### config.mk
export PLATFORM = sky130hd
export DESIGN_NAME = arm_mc_controller
export DESIGN_NICKNAME = d
export VERILOG_FILES = /design/src/rtl/arm_mc_controller.sv
export SDC_FILE = /design/constraint.sdc
export NUM_CORES = 1
export LEC_CHECK = 0
export CELL_PAD_IN_SITES_DETAIL_PLACEMENT = 0
export CELL_PAD_IN_SITES_GLOBAL_PLACEMENT = 2
export CORE_MARGIN = 4
export CORE_UTILIZATION = 22
export CTS_BUF_LIST = sky130_fd_sc_hd__clkbuf_4 sky130_fd_sc_hd__clkbuf_8 sky130_fd_sc_hd__clkbuf_16
export CTS_CLUSTER_DIAMETER = 100
export CTS_CLUSTER_SIZE = 40
export DETAILED_ROUTE_END_ITERATION = 10
export GPL_TIMING_DRIVEN = 0
export PLACE_DENSITY_LB_ADDON = 0.3
export REMOVE_ABC_BUFFERS = 1
export SYNTH_ARGS = -nofsm -noshare
export SYNTH_HDL_FRONTEND = slang
export SYNTH_SLANG_ARGS = --single-unit
### constraint.sdc
create_clock -name clk -period 5.2 [get_ports clk]
set_clock_uncertainty 0.15 [all_clocks]
set_input_delay 0.52 -clock clk [delete_from_list [all_inputs] [get_ports clk]]
set_output_delay 0.52 -clock clk [all_outputs]
set_load 0.05 [all_outputs]
### src/rtl/arm_mc_controller.sv
// arm_mc_controller: multicycle control unit for the ARM datapath.
// Sequences each instruction through FETCH/DECODE/execute/memory/writeback,
// holds the NZCV flag register and evaluates ARM condition codes.
//
// Handshake / timing contract with the datapath: there is no valid/ready
// pair here; every write enable is a one-cycle strobe that the datapath
// samples at the rising clock edge ending the cycle in which it is high.
// Instr is the instruction register, which the datapath loads at the edge
// ending FETCH (IRWrite=1), so Instr is stable from DECODE onward.
//
// All datapath controls are registered: the next state's output values are
// computed from next_state and loaded together with the state register, so
// outputs never depend combinationally on ALUFlags. Only the write enables
// are additionally gated by reset (and by state legality) so that a reset
// suppresses writes in the very cycle it is asserted.
module arm_mc_controller (
  input  logic        clk,
  input  logic        reset,
  input  logic [31:0] Instr,
  input  logic [3:0]  ALUFlags,
  output logic        PCWrite,
  output logic        IRWrite,
  output logic        RegWrite,
  output logic        MemWrite,
  output logic        AdrSrc,
  output logic        ALUSrcA,
  output logic [1:0]  ALUSrcB,
  output logic [1:0]  ResultSrc,
  output logic [1:0]  ImmSrc,
  output logic [1:0]  RegSrc,
  output logic [1:0]  ALUControl,
  output logic [3:0]  Flags,
  output logic [3:0]  State
);

  typedef enum logic [3:0] {
    S_FETCH  = 4'd0,
    S_DECODE = 4'd1,
    S_MEMADR = 4'd2,
    S_MEMRD  = 4'd3,
    S_MEMWB  = 4'd4,
    S_MEMWR  = 4'd5,
    S_EXECR  = 4'd6,
    S_EXECI  = 4'd7,
    S_ALUWB  = 4'd8,
    S_BRANCH = 4'd9
  } state_t;

  localparam logic [1:0] ALU_ADD = 2'b00;
  localparam logic [1:0] ALU_SUB = 2'b01;
  localparam logic [1:0] ALU_AND = 2'b10;
  localparam logic [1:0] ALU_ORR = 2'b11;

  localparam logic [1:0] SRCB_REG = 2'b00;
  localparam logic [1:0] SRCB_IMM = 2'b01;
  localparam logic [1:0] SRCB_4   = 2'b10;

  localparam logic [1:0] RES_ALUOUT = 2'b00;
  localparam logic [1:0] RES_DATA   = 2'b01;
  localparam logic [1:0] RES_ALURES = 2'b10;

  // Instruction fields
  logic [3:0] cond;
  logic [1:0] op;
  logic [5:0] funct;
  logic [3:0] rd;
  logic       unused_instr_bits;

  assign cond  = Instr[31:28];
  assign op    = Instr[27:26];
  assign funct = Instr[25:20];
  assign rd    = Instr[15:12];
  assign unused_instr_bits = ^{Instr[19:16], Instr[11:0]};

  // Architectural state
  state_t     state;
  state_t     next_state;
  logic [3:0] flags_q;
  logic       condexd_q;

  // Registered datapath controls (values for the current state)
  logic       pcw_q;
  logic       irw_q;
  logic       rw_q;
  logic       mw_q;
  logic       adrsrc_q;
  logic       srca_q;
  logic [1:0] srcb_q;
  logic [1:0] ressrc_q;
  logic [1:0] aluctl_q;

  // Next-cycle control values
  logic       n_pcw;
  logic       n_irw;
  logic       n_rw;
  logic       n_mw;
  logic       n_adrsrc;
  logic       n_srca;
  logic [1:0] n_srcb;
  logic [1:0] n_ressrc;
  logic [1:0] n_aluctl;

  // Decode results
  logic [1:0] dp_alu;
  logic       dp_wb;
  logic [1:0] flagw;
  logic       condex;
  logic       condexd_next;
  logic       state_legal;

  // ALU decoder: data-processing command to ALU op, writeback and flag-write masks
  always_comb begin
    dp_alu = ALU_ADD;
    dp_wb  = 1'b0;
    flagw  = 2'b00;
    case (funct[4:1])
      4'b0100: begin
        dp_alu = ALU_ADD;
        dp_wb  = 1'b1;
        flagw  = {funct[0], funct[0]};
      end
      4'b0010: begin
        dp_alu = ALU_SUB;
        dp_wb  = 1'b1;
        flagw  = {funct[0], funct[0]};
      end
      4'b0000: begin
        dp_alu = ALU_AND;
        dp_wb  = 1'b1;
        flagw  = {funct[0], 1'b0};
      end
      4'b1100: begin
        dp_alu = ALU_ORR;
        dp_wb  = 1'b1;
        flagw  = {funct[0], 1'b0};
      end
      4'b1010: begin
        // CMP always sets all four flags and never writes a register
        dp_alu = ALU_SUB;
        dp_wb  = 1'b0;
        flagw  = 2'b11;
      end
      default: begin
        // Unsupported command behaves as a NOP
        dp_alu = ALU_ADD;
        dp_wb  = 1'b0;
        flagw  = 2'b00;
      end
    endcase
  end

  // Condition check against the registered NZCV flags
  always_comb begin
    logic fn;
    logic fz;
    logic fc;
    logic fv;
    {fn, fz, fc, fv} = flags_q;
    condex = 1'b0;
    case (cond)
      4'b0000: condex = fz;
      4'b0001: condex = ~fz;
      4'b0010: condex = fc;
      4'b0011: condex = ~fc;
      4'b0100: condex = fn;
      4'b0101: condex = ~fn;
      4'b0110: condex = fv;
      4'b0111: condex = ~fv;
      4'b1000: condex = fc & ~fz;
      4'b1001: condex = ~fc | fz;
      4'b1010: condex = (fn == fv);
      4'b1011: condex = (fn != fv);
      4'b1100: condex = ~fz & (fn == fv);
      4'b1101: condex = fz | (fn != fv);
      4'b1110: condex = 1'b1;
      default: condex = 1'b0;
    endcase
  end

  // CondExD as it will be after this edge: latched only when leaving DECODE
  assign condexd_next = (state == S_DECODE) ? condex : condexd_q;

  // Next-state selection
  always_comb begin
    next_state = S_FETCH;
    case (state)
      S_FETCH:  next_state = S_DECODE;
      S_DECODE: begin
        case (op)
          2'b00:   next_state = funct[5] ? S_EXECI : S_EXECR;
          2'b01:   next_state = S_MEMADR;
          2'b10:   next_state = S_BRANCH;
          default: next_state = S_FETCH;
        endcase
      end
      S_MEMADR: next_state = funct[0] ? S_MEMRD : S_MEMWR;
      S_MEMRD:  next_state = S_MEMWB;
      S_MEMWB:  next_state = S_FETCH;
      S_MEMWR:  next_state = S_FETCH;
      S_EXECR:  next_state = S_ALUWB;
      S_EXECI:  next_state = S_ALUWB;
      S_ALUWB:  next_state = S_FETCH;
      S_BRANCH: next_state = S_FETCH;
      default:  next_state = S_FETCH;
    endcase
  end

  // Control values for the state being entered at the next edge
  always_comb begin
    n_pcw    = 1'b0;
    n_irw    = 1'b0;
    n_rw     = 1'b0;
    n_mw     = 1'b0;
    n_adrsrc = 1'b0;
    n_srca   = 1'b0;
    n_srcb   = SRCB_REG;
    n_ressrc = RES_ALUOUT;
    n_aluctl = ALU_ADD;
    case (next_state)
      S_FETCH: begin
        n_adrsrc = 1'b0;
        n_irw    = 1'b1;
        n_srca   = 1'b1;
        n_srcb   = SRCB_4;
        n_ressrc = RES_ALURES;
        n_pcw    = 1'b1;
      end
      S_DECODE: begin
        // PC+4 again, i.e. PC+8 of this instruction, for R15 reads
        n_srca   = 1'b1;
        n_srcb   = SRCB_4;
        n_ressrc = RES_ALURES;
      end
      S_MEMADR: begin
        n_srcb   = SRCB_IMM;
        n_aluctl = funct[3] ? ALU_ADD : ALU_SUB;
      end
      S_MEMRD: begin
        n_adrsrc = 1'b1;
      end
      S_MEMWB: begin
        n_ressrc = RES_DATA;
        n_rw     = condexd_next;
        n_pcw    = condexd_next & (rd == 4'd15);
      end
      S_MEMWR: begin
        n_adrsrc = 1'b1;
        n_mw     = condexd_next;
      end
      S_EXECR: begin
        n_srcb   = SRCB_REG;
        n_aluctl = dp_alu;
      end
      S_EXECI: begin
        n_srcb   = SRCB_IMM;
        n_aluctl = dp_alu;
      end
      S_ALUWB: begin
        n_ressrc = RES_ALUOUT;
        n_rw     = condexd_next & dp_wb;
        n_pcw    = condexd_next & dp_wb & (rd == 4'd15);
      end
      S_BRANCH: begin
        n_srcb   = SRCB_IMM;
        n_aluctl = ALU_ADD;
        n_ressrc = RES_ALURES;
        n_pcw    = condexd_next;
      end
      default: begin
        n_pcw = 1'b0;
      end
    endcase
  end

  // FSM, CondExD, flag register and registered controls
  always_ff @(posedge clk) begin
    if (reset) begin
      state     <= S_FETCH;
      flags_q   <= 4'b0000;
      condexd_q <= 1'b0;
      // Preload FETCH controls so the first cycle after reset fetches
      pcw_q     <= 1'b1;
      irw_q     <= 1'b1;
      rw_q      <= 1'b0;
      mw_q      <= 1'b0;
      adrsrc_q  <= 1'b0;
      srca_q    <= 1'b1;
      srcb_q    <= SRCB_4;
      ressrc_q  <= RES_ALURES;
      aluctl_q  <= ALU_ADD;
    end else begin
      state     <= next_state;
      condexd_q <= condexd_next;
      if (((state == S_EXECR) || (state == S_EXECI)) && condexd_q) begin
        if (flagw[1]) flags_q[3:2] <= ALUFlags[3:2];
        if (flagw[0]) flags_q[1:0] <= ALUFlags[1:0];
      end
      pcw_q    <= n_pcw;
      irw_q    <= n_irw;
      rw_q     <= n_rw;
      mw_q     <= n_mw;
      adrsrc_q <= n_adrsrc;
      srca_q   <= n_srca;
      srcb_q   <= n_srcb;
      ressrc_q <= n_ressrc;
      aluctl_q <= n_aluctl;
    end
  end

  // An illegal state code (10-15) must never write anything
  assign state_legal = (state <= S_BRANCH);

  assign PCWrite    = pcw_q & ~reset & state_legal;
  assign IRWrite    = irw_q & ~reset & state_legal;
  assign RegWrite   = rw_q  & ~reset & state_legal;
  assign MemWrite   = mw_q  & ~reset & state_legal;
  assign AdrSrc     = adrsrc_q;
  assign ALUSrcA    = srca_q;
  assign ALUSrcB    = srcb_q;
  assign ResultSrc  = ressrc_q;
  assign ALUControl = aluctl_q;
  assign ImmSrc     = op;
  assign RegSrc     = {op == 2'b01, op == 2'b10};
  assign Flags      = flags_q;
  assign State      = state;

endmodule

# ---- After elaboration in Yosys (flattened, before gate mapping)
# Index checks and enable logic that the tools add are counted.
# W data, S select, Z words.
dict set report word_totals {
  regBits 21
  output_inout_bits 24
  inputBits 38
}
dict set report classes {
  n_mux 18
  reduce_logical 20
  bitwise_logic 21
  eq_ne 37
  n_lt_le_gt_ge 1
}
# operator n
set op_table {}
lappend op_table {{$eq A4 B4 Y1 const B} 12}
lappend op_table {{$eq A4 B3 Y1 const B} 11}
lappend op_table {{$eq A4 B2 Y1 const B} 7}
lappend op_table {{$pmux W4 S5} 1}
lappend op_table {{$logic_not A4 Y1} 4}
lappend op_table {{$reduce_or A2 Y1} 8}
lappend op_table {{$pmux W1 S15} 1}
lappend op_table {{$and A1 B1 Y1} 13}
lappend op_table {{$eq A4 B1 Y1 const B} 3}
lappend op_table {{$pmux W2 S2} 3}
lappend op_table {{$pmux W2 S3} 2}
lappend op_table {{$pmux W4 S3} 1}
lappend op_table {{$mux W1} 7}
lappend op_table {{$not A1 Y1} 6}
lappend op_table {{$reduce_or A3 Y1} 2}
lappend op_table {{$le A4 B4 Y1 const B} 1}
lappend op_table {{$pmux W1 S4} 1}
lappend op_table {{$reduce_and A2 Y1} 2}
lappend op_table {{$reduce_or A4 Y1} 1}
lappend op_table {{$mux W3} 1}
lappend op_table {{$eq A2 B1 Y1 const B} 1}
lappend op_table {{$eq A2 B2 Y1 const B} 1}
lappend op_table {{$logic_not A2 Y1} 1}
lappend op_table {{$or A1 B1 Y1} 2}
lappend op_table {{5 further kinds} 5}

# ---- Logic depth before layout (Yosys ltp)
# Gate-level depths: netlist of the first run.
dict set report logic_depth {
  word_depth 7
  mapped_depth 6
  depth_no_buf 5
}

# ---- Least setup slack after synthesis of the first run
# OpenSTA, ideal clock, no wires.
dict set report synth_timing {
  path_kind {register to register}
  startpoint {reg state[0], in the netlist State[0]}
  endpoint {reg aluctl_q[1], in the netlist ALUControl[1]}
  period_less_slack_ns 2.245
  setup_ns 0.073
  arrival_time_ns 2.022
  setup_slack_ns 2.955
  path_stages_with_launch 5
  cell_sequence {dfxtp_1 -> or4b_4 -> o32a_2 -> or4_1 -> nor3_2}
}
dict set report synth_via {
  elab_chain_len 6
  elab_cells_between_ends 13
}
# item line_no
set synth_lines {}
lappend synth_lines {{start: declaration} 76} ;# state_t state;
lappend synth_lines {{start signal: assignment} 292} ;# state <= next_state;
lappend synth_lines {{$eq A4 B3 Y1} 186} ;# case (state)
lappend synth_lines {{$reduce_or A2 Y1 (no line)} n/a}
lappend synth_lines {{$pmux W4 S5 *} 186}
lappend synth_lines {{$eq A4 B3 Y1} 219} ;# case (next_state)
lappend synth_lines {{$reduce_or A2 Y1 (no line)} n/a}
lappend synth_lines {{$pmux W2 S2 *} 219}
lappend synth_lines {{end signal: assignment} 306} ;# aluctl_q <= n_aluctl;
lappend synth_lines {{end: declaration} 90} ;# logic [1:0] aluctl_q;
# Every way passes the cells marked *; elsewhere a longest branch is shown, timed or not.
# A chain may end at the register's enable or synchronous reset.

# ---- Worst setup path in the final report of the first run
dict set report layout_timing {
  startpoint {in reset}
  endpoint {out MemWrite}
}
dict set report layout_via {
  elab_chain_len 3
}
# item line_no
set layout_lines {}
lappend layout_lines {{start: declaration} 18} ;# input logic reset,
lappend layout_lines {{$not A1 Y1} 316} ;# assign MemWrite = mw_q & ~reset & state_legal;
lappend layout_lines {{$and A1 B1 Y1 (2 in series)} 316}
lappend layout_lines {{end: declaration} 24} ;# output logic MemWrite,
# Every way passes these cells.

==> reports/qor.yml, run 1 <==
finish:
  fill_cells: 550
  drive_gt1_frac: 0.06250
  layout.nets: 215
  diodes: 0
  seqCellArea_um2: 420.4
  multi_input_area_um2: 698.2
  area_growth_pct: 47.84
clock_network:
  clock_latency_ps: 270
  clkTransAtPathRegs_ps: 80
  cts_buffer_depth: 2
  ctsHtreeMaxLevel: 1
  cts_setup_buffers: 0
  cts_tree: "done"
  cts_resized: 0
  numCtsBuffers: 3
  cts-root-buf: "clkbuf_8"
  hold_buffers: 0
  clock_sinks: 21
timing:
  slew_violations: 0
  fmax_ghz: 0.3070
  finalSetupTns_ps: 0
  final.setup.worst_slack_ps: 1942
  worst_pin_slew_ps: 664.4
  slew_headroom: 0.5557
  fin_crit_sh: 0.6265
  setup_violations: 0
  rsz0062_at_grt: "false"
  finalCriticalPeriod_ps: 3258
  hold_viol_final: 0
synth:
  synth.top_cell.area_share: 0.3636
  syn_avg_cell_area_um2: 8.628
  synthArstFlopShare: 0
  synth_ff_type: "dfxtp_1"
  synth_edf_count: 0
  synth_area_leaders: "dfxtp_1 (36%), mux2i_1 (4.3%), nor2b_1 (4.3%)"
  synth_common_cells: "dfxtp_1 (21), nor2_1 (13), nand2_1 (8), nor2b_1 (8)"
  synth_seq_area_share: 0.3636
  synthDistinctLibCells: 44
  synth_top_area_cell: "dfxtp_1"
  synth_seq_cells: 21
  synth.most_common_cell: "dfxtp_1"
  yosys_warnings: 0
  synth_area_um2: 1156
  syn_inst: 134
floorplan:
  die_w_um: 80.49
  design.die.area_um2: 6479
  die_h_um: 80.49
  core-area_um2: 5107
  num_rows: 26
  io_pins: 62
  start_util: 0.2264
worst_setup_path:
  critPathMaxStageDelay_ps: 800
  cp_data_arrival_time_ps: 2590
  worst_setup_path_start_kind: "input port"
  end_kind: "output port"
  crit_fanout: 18
  cp_slowest_cell: "clkdlybuf4s50_1"
  worst_path_most_repeated_cell: "clkdlybuf4s50_1"
  crit_required_ps: 4530
  crit_type: "input port to output port"
  crit_chain: "clkdlybuf4s50_1, nor2_1, and2_1, clkdlybuf4s50_1"
drt:
  wl_per_cell_um: 13.07
  ant_nets: 0
  first_pass_iters: 4
  drc: 0
  drtIter0Drc: 83
  viasPerCell: 4.589
  finalWirelength_mm: 3.215
  num_vias: 1129
global_route:
  grt_max_degree: 19
  grt_pass1_wl_mm: 5.444
  grt_pass1_vias: 1136
  grt-ovfl-total: 0
  grtUsageTotal: 0.1066
  grt_antenna_before_repair: 0
placed_design:
  dpl_worst_slack_ps: 1918
  post-dp-hpwl_mm: 2.476
  gp_congestion: 0.7379
  port_buffers: 45
pwr:
  p_per_area_nw_per_um2: 239.6
  total_power_uw: 409.6
  vdd_drop_max_mv: 0.1025
  power_leakage_uw: 0.0006112
min_path:
  min_path_type: "flop to flop"
flow_run:
  max_cap_viol_count: 0
run_status:
  outcome: "complete, no violations"
==> kinds of logic after synthesis <==
family,after synthesis,share of synthesized area
AOI/OAI and AO/OA,31,0.2056
muxes,5,0.04329
xor gates and xnor gates,5,0.03788
DFF,21,0.3636
and+or+nand+nor,64,0.3171
buffers and inverters,8,0.03246
==> per-layer routing <==
| layer | share of wire | global-route usage | routed length (µm) |
|---|---|---|---|
| met3 | 0.028 | 0.01906 | 91 |
| met4 | 0.0075 | 0.04054 | 24 |
| met1 | 0.47 | 0.1406 | 1526 |
| met2 | 0.49 | 0.1714 | 1573 |
| met5 | 0 | 0 | 0 |
==> layout make-up <==
cell class / instances / share of cell area
multi-input cells: 105 / 0.4085
well taps: 70 / 0.05124
repair buffers: 45 / 0.2635
inverters: 1 / 0.002196
flip-flops and latches: 21 / 0.2460
clock inverters: 1 / 0.004392
clock buffers: 3 / 0.02416
==> final timing paths <==
path | from | to | slack (ps) | depth (start not counted)
max | reset | MemWrite | 1940 | 4
min | condexd_q$_SDFF_PP0_ | condexd_q$_SDFF_PP0_ | 370 | 2
max reg2reg | State[0]$_SDFF_PP0_ | pcw_q$_SDFF_PP1_ | 3060 | 5
min reg2reg | condexd_q$_SDFF_PP0_ | condexd_q$_SDFF_PP0_ | 370 | 2
==> report_power, final <==
| part | internal, µW | total, µW | switching, µW |
|---|---|---|---|
| combinational | 50.8 | 120 | 69.4 |
| clock | 54.2 | 114 | 59.4 |
| sequential | 169 | 176 | 6.83 |
| total | 274 | 410 | 136 |
==> stage by stage <==
stage	hold WS (ps)	std cells	area, µm²	utilization
final	368.7	246	1709	0.3346
after global routing	414.1	246	1709	0.3346
after CTS	364.1	246	1709	0.3346
after detailed placement	350.6	242	1660	0.3251
after global placement	329.7	242	1660	0.3251
after floorplan	299.2	127	1122	-
==> worst max-delay path, delay by kind of cell <==
kind | cells | cell delay (ps)
simple gates | 2 | 510
buf+inv | 2 | 1550
==> state kept, by name, indices dropped and copies added, names as in the netlist <==
name and count:
ALUControl 2, ALUSrcA 1, ALUSrcB 2, AdrSrc 1, Flags 4, ResultSrc 2
State 4, condexd_q 1, irw_q 1, mw_q 1, pcw_q 1, rw_q 1
==> cells in the final DEF, fill, tap and decap left out, types with 4 or more instances in the layout <==
master	count
clkdlybuf4s50_1	45
dfxtp_1	21
nor2_1	13
nor2b_1	8
nand2_1	8
and2_1	6
nand2b_1	6
mux2i_1	5
xor2_1	5
nand3b_1	4
a21oi_1	4
nor3_1	4
Note: power is estimated with default switching activity, not from simulation.
==> run 2, diff against run 1 <==
Settings changed: CORE_UTILIZATION 22 to 21.
Clock period 5.2 ns to 3.4 ns, I/O delays scaled along.
==> run 2 against run 1 <==
Setup slack got worse by 1400 ps. Count of clock-buffer cells in the layout unchanged. Wire length decreased by 5.0%. Flip-flop and latch count unchanged. Utilization decreased by 0.68 points. Hold slack got worse by 15 ps. Via count decreased by 1.8%. Critical path depth unchanged. Combinational power increased by 52%. Register-to-register slack got worse by 1800 ps. Clock power increased by 47%.
==> reports/qor.yml, run 2 (synthesis results as in run 1) <==
run_status:
  outcome: "complete, no violations"  # unchanged
worst_setup_path:
  rr_worst_depth: 5  # unchanged
  critPathMaxStageDelay_ps: 790  # was 800 ps
  worstSetupStartpoint: "reset"  # unchanged
  worst_r2r_endpoint: "pcw_q$_SDFF_PP1_"  # unchanged
  crit_buf_inv: 2  # unchanged
  crit_required_ps: 2910  # was 4530 ps
  crit_type: "input port to output port"  # unchanged
  cp_slowest_cell: "clkdlybuf4s50_1"  # unchanged
  crit_fanout: 18  # unchanged
  worst_path_most_repeated_cell: "clkdlybuf4s50_1"  # unchanged
  crit_chain: "clkdlybuf4s50_1, nor2_1, and2_1, clkdlybuf4s50_1"  # unchanged
  cp_data_arrival_time_ps: 2410  # was 2590 ps
  r2r_start: "State[0]$_SDFF_PP0_"  # unchanged
  worstSetupPathDepth: 4  # unchanged
  worst_setup_path_start_kind: "input port"  # unchanged
  end_kind: "output port"  # unchanged
  rrSetupSlack_ps: 1280  # was 3060 ps
  critPathCapture: "PCWrite"  # was MemWrite
  crit_family: "buffers and inverters"  # unchanged
clock_network:
  clock_sinks: 21  # unchanged
  cts_setup_buffers: 0  # unchanged
  clock_latency_ps: 260  # was 270 ps
  cts-root-buf: "clkbuf_8"  # unchanged
  ctsHtreeMaxLevel: 1  # unchanged
  hold_buffers: 0  # unchanged
  cts_buffer_depth: 2  # unchanged
  cts_tree: "done"  # unchanged
  numCtsBuffers: 3  # unchanged
  cts_resized: 0  # unchanged
  clkTransAtPathRegs_ps: 80  # about the same
timing:
  fmax_ghz: 0.3448
  slew_headroom: 0.5709  # was 0.5557
  slew_violations: 0  # unchanged
  worst_pin_slew_ps: 641.7  # was 664.4 ps
  finalCriticalPeriod_ps: 2900
  rsz0062_at_grt: "false"  # unchanged
  whs_ps: 354.1  # was 368.7 ps
  setup_violations: 0  # unchanged
  fin_crit_sh: 0.8531
  hold_viol_final: 0  # unchanged
  finalSetupTns_ps: 0  # unchanged
min_path:
  min_path_cells: 2  # unchanged
  min_path_type: "flop to flop"  # unchanged
flow_run:
  max_cap_viol_count: 0  # unchanged
placed_design:
  port_buffers: 45  # unchanged
  dpl.cell_count: 242  # unchanged
  gp_congestion: 0.7195  # was 0.7379
  post-dp-hpwl_mm: 2.445  # was 2.476 mm
  placedInstanceArea_um2: 1660  # unchanged
global_route:
  grt_max_degree: 19  # unchanged
  grtUsageTotal: 0.09519  # was 0.1066
  grt_pass1_vias: 1114  # was 1136
  grt_antenna_before_repair: 0  # unchanged
  grt_pass1_wl_mm: 5.161  # was 5.444 mm
  grt-ovfl-total: 0  # unchanged
drt:
  first_pass_iters: 4  # unchanged
  drtIter0Drc: 73  # was 83
  finalWirelength_mm: 3.055  # was 3.215 mm
  wl_per_cell_um: 12.42  # was 13.07 µm
  drc: 0  # unchanged
  ant_nets: 0  # unchanged
  num_vias: 1109  # was 1129
  viasPerCell: 4.508  # was 4.589
pwr:
  p_per_area_nw_per_um2: 362.8  # was 239.6 nW/µm²
  clkPwrFrac: 0.272  # was 0.277
  vdd_drop_max_mv: 0.1753  # was 0.1025 mV
  combinationalPowerShare: 0.294  # was 0.293
  total_power_uw: 619.2  # was 409.6 µW
  power_leakage_uw: 0.0006150  # was 0.0006112 µW
  power_frac_seq: 0.434  # was 0.429
  switching_power_uw: 201.3  # was 135.6 µW
  cell_internal_pwr_uw: 417.9  # was 274.0 µW
  switching_share: 0.3251  # was 0.3311
finish:
  diodes: 0  # unchanged
  layout.nets: 215  # unchanged
  drive_gt1_frac: 0.06250  # unchanged
  fill_cells: 567  # was 550
  final_area_um2: 1707  # was 1709 µm²
  finalNonFillerCells: 246  # unchanged
  area_growth_pct: 47.62  # was 47.84%
  mostFrequentLayoutCell: "clkdlybuf4s50_1"  # unchanged
  final_cell_mix: "clkdlybuf4s50_1 (45), dfxtp_1 (21), nor2_1 (13)"  # unchanged
floorplan:
  start_util: 0.2221  # was 0.2264
  die_h_um: 82.20  # was 80.49 µm
  die_w_um: 82.20  # was 80.49 µm
  num_rows: 26  # unchanged
  io_pins: 62  # unchanged
  core-area_um2: 5205  # was 5107 µm²
  design.die.area_um2: 6756  # was 6479 µm²
[run 2: changes by cell type in the layout (fill, tap and decap cells not counted), sizes merged]
| cell | previous run | this run |
|---|---|---|
| clkinvlp | 1 | 0 |
| clkinv | 0 | 1 |
[run 2: worst min-delay path by stage]
stage | from | to
2_1_floorplan | reset | ALUSrcB[0]$_SDFF_PP0_
3_3_place_gp | condexd_q$_SDFF_PP0_ | condexd_q$_SDFF_PP0_
3_5_place_dp | condexd_q$_SDFF_PP0_ | condexd_q$_SDFF_PP0_
4_1_cts | condexd_q$_SDFF_PP0_ | condexd_q$_SDFF_PP0_
5_1_grt | condexd_q$_SDFF_PP0_ | condexd_q$_SDFF_PP0_
6_report | condexd_q$_SDFF_PP0_ | condexd_q$_SDFF_PP0_
[run 2: stage by stage]
step,util,setup WS (ps)
after detailed placement,0.3190,456.7
final,0.3279,499.6
after global routing,0.3279,292.1
after CTS,0.3279,453.2
after global placement,0.3190,505.0
after floorplan,-,1155
[run 2: power by group through the flow]
stage	sequential (µW)	clock (µW)	combinational, µW
detailed placement	274	0	184
CTS	269	176	184
finish	269	168	182
floorplan	303	0	73.0
global route	270	182	198
global placement	275	0	183
[run 2: area by class of cell]
type / count / area, µm² / share of cell area
clock inverter: 1 / 5.005 / 0.002933
timing repair buffer: 45 / 450.4 / 0.2639
sequential: 21 / 420.4 / 0.2463
inverter: 1 / 3.754 / 0.002199
tap: 70 / 87.58 / 0.05132
clock buffer: 3 / 41.29 / 0.02419
multi-input combinational: 105 / 698.2 / 0.4091
[run 2: layer usage]
layer	track usage	wire length (µm)	vias up	share of wire
li1	-	-	574	-
met1	0.1316	1491	510	0.49
met2	0.1522	1426	23	0.47
met3	0.01952	131	2	0.043
met4	0.01993	6	0	0.0020
met5	0	0	-	0
[run 2: tightest hold or removal path, cell delays in order (launching register included)]
cell and delay (ps):
dfxtp_1 340, nand2_1 60, a211oi_1 50
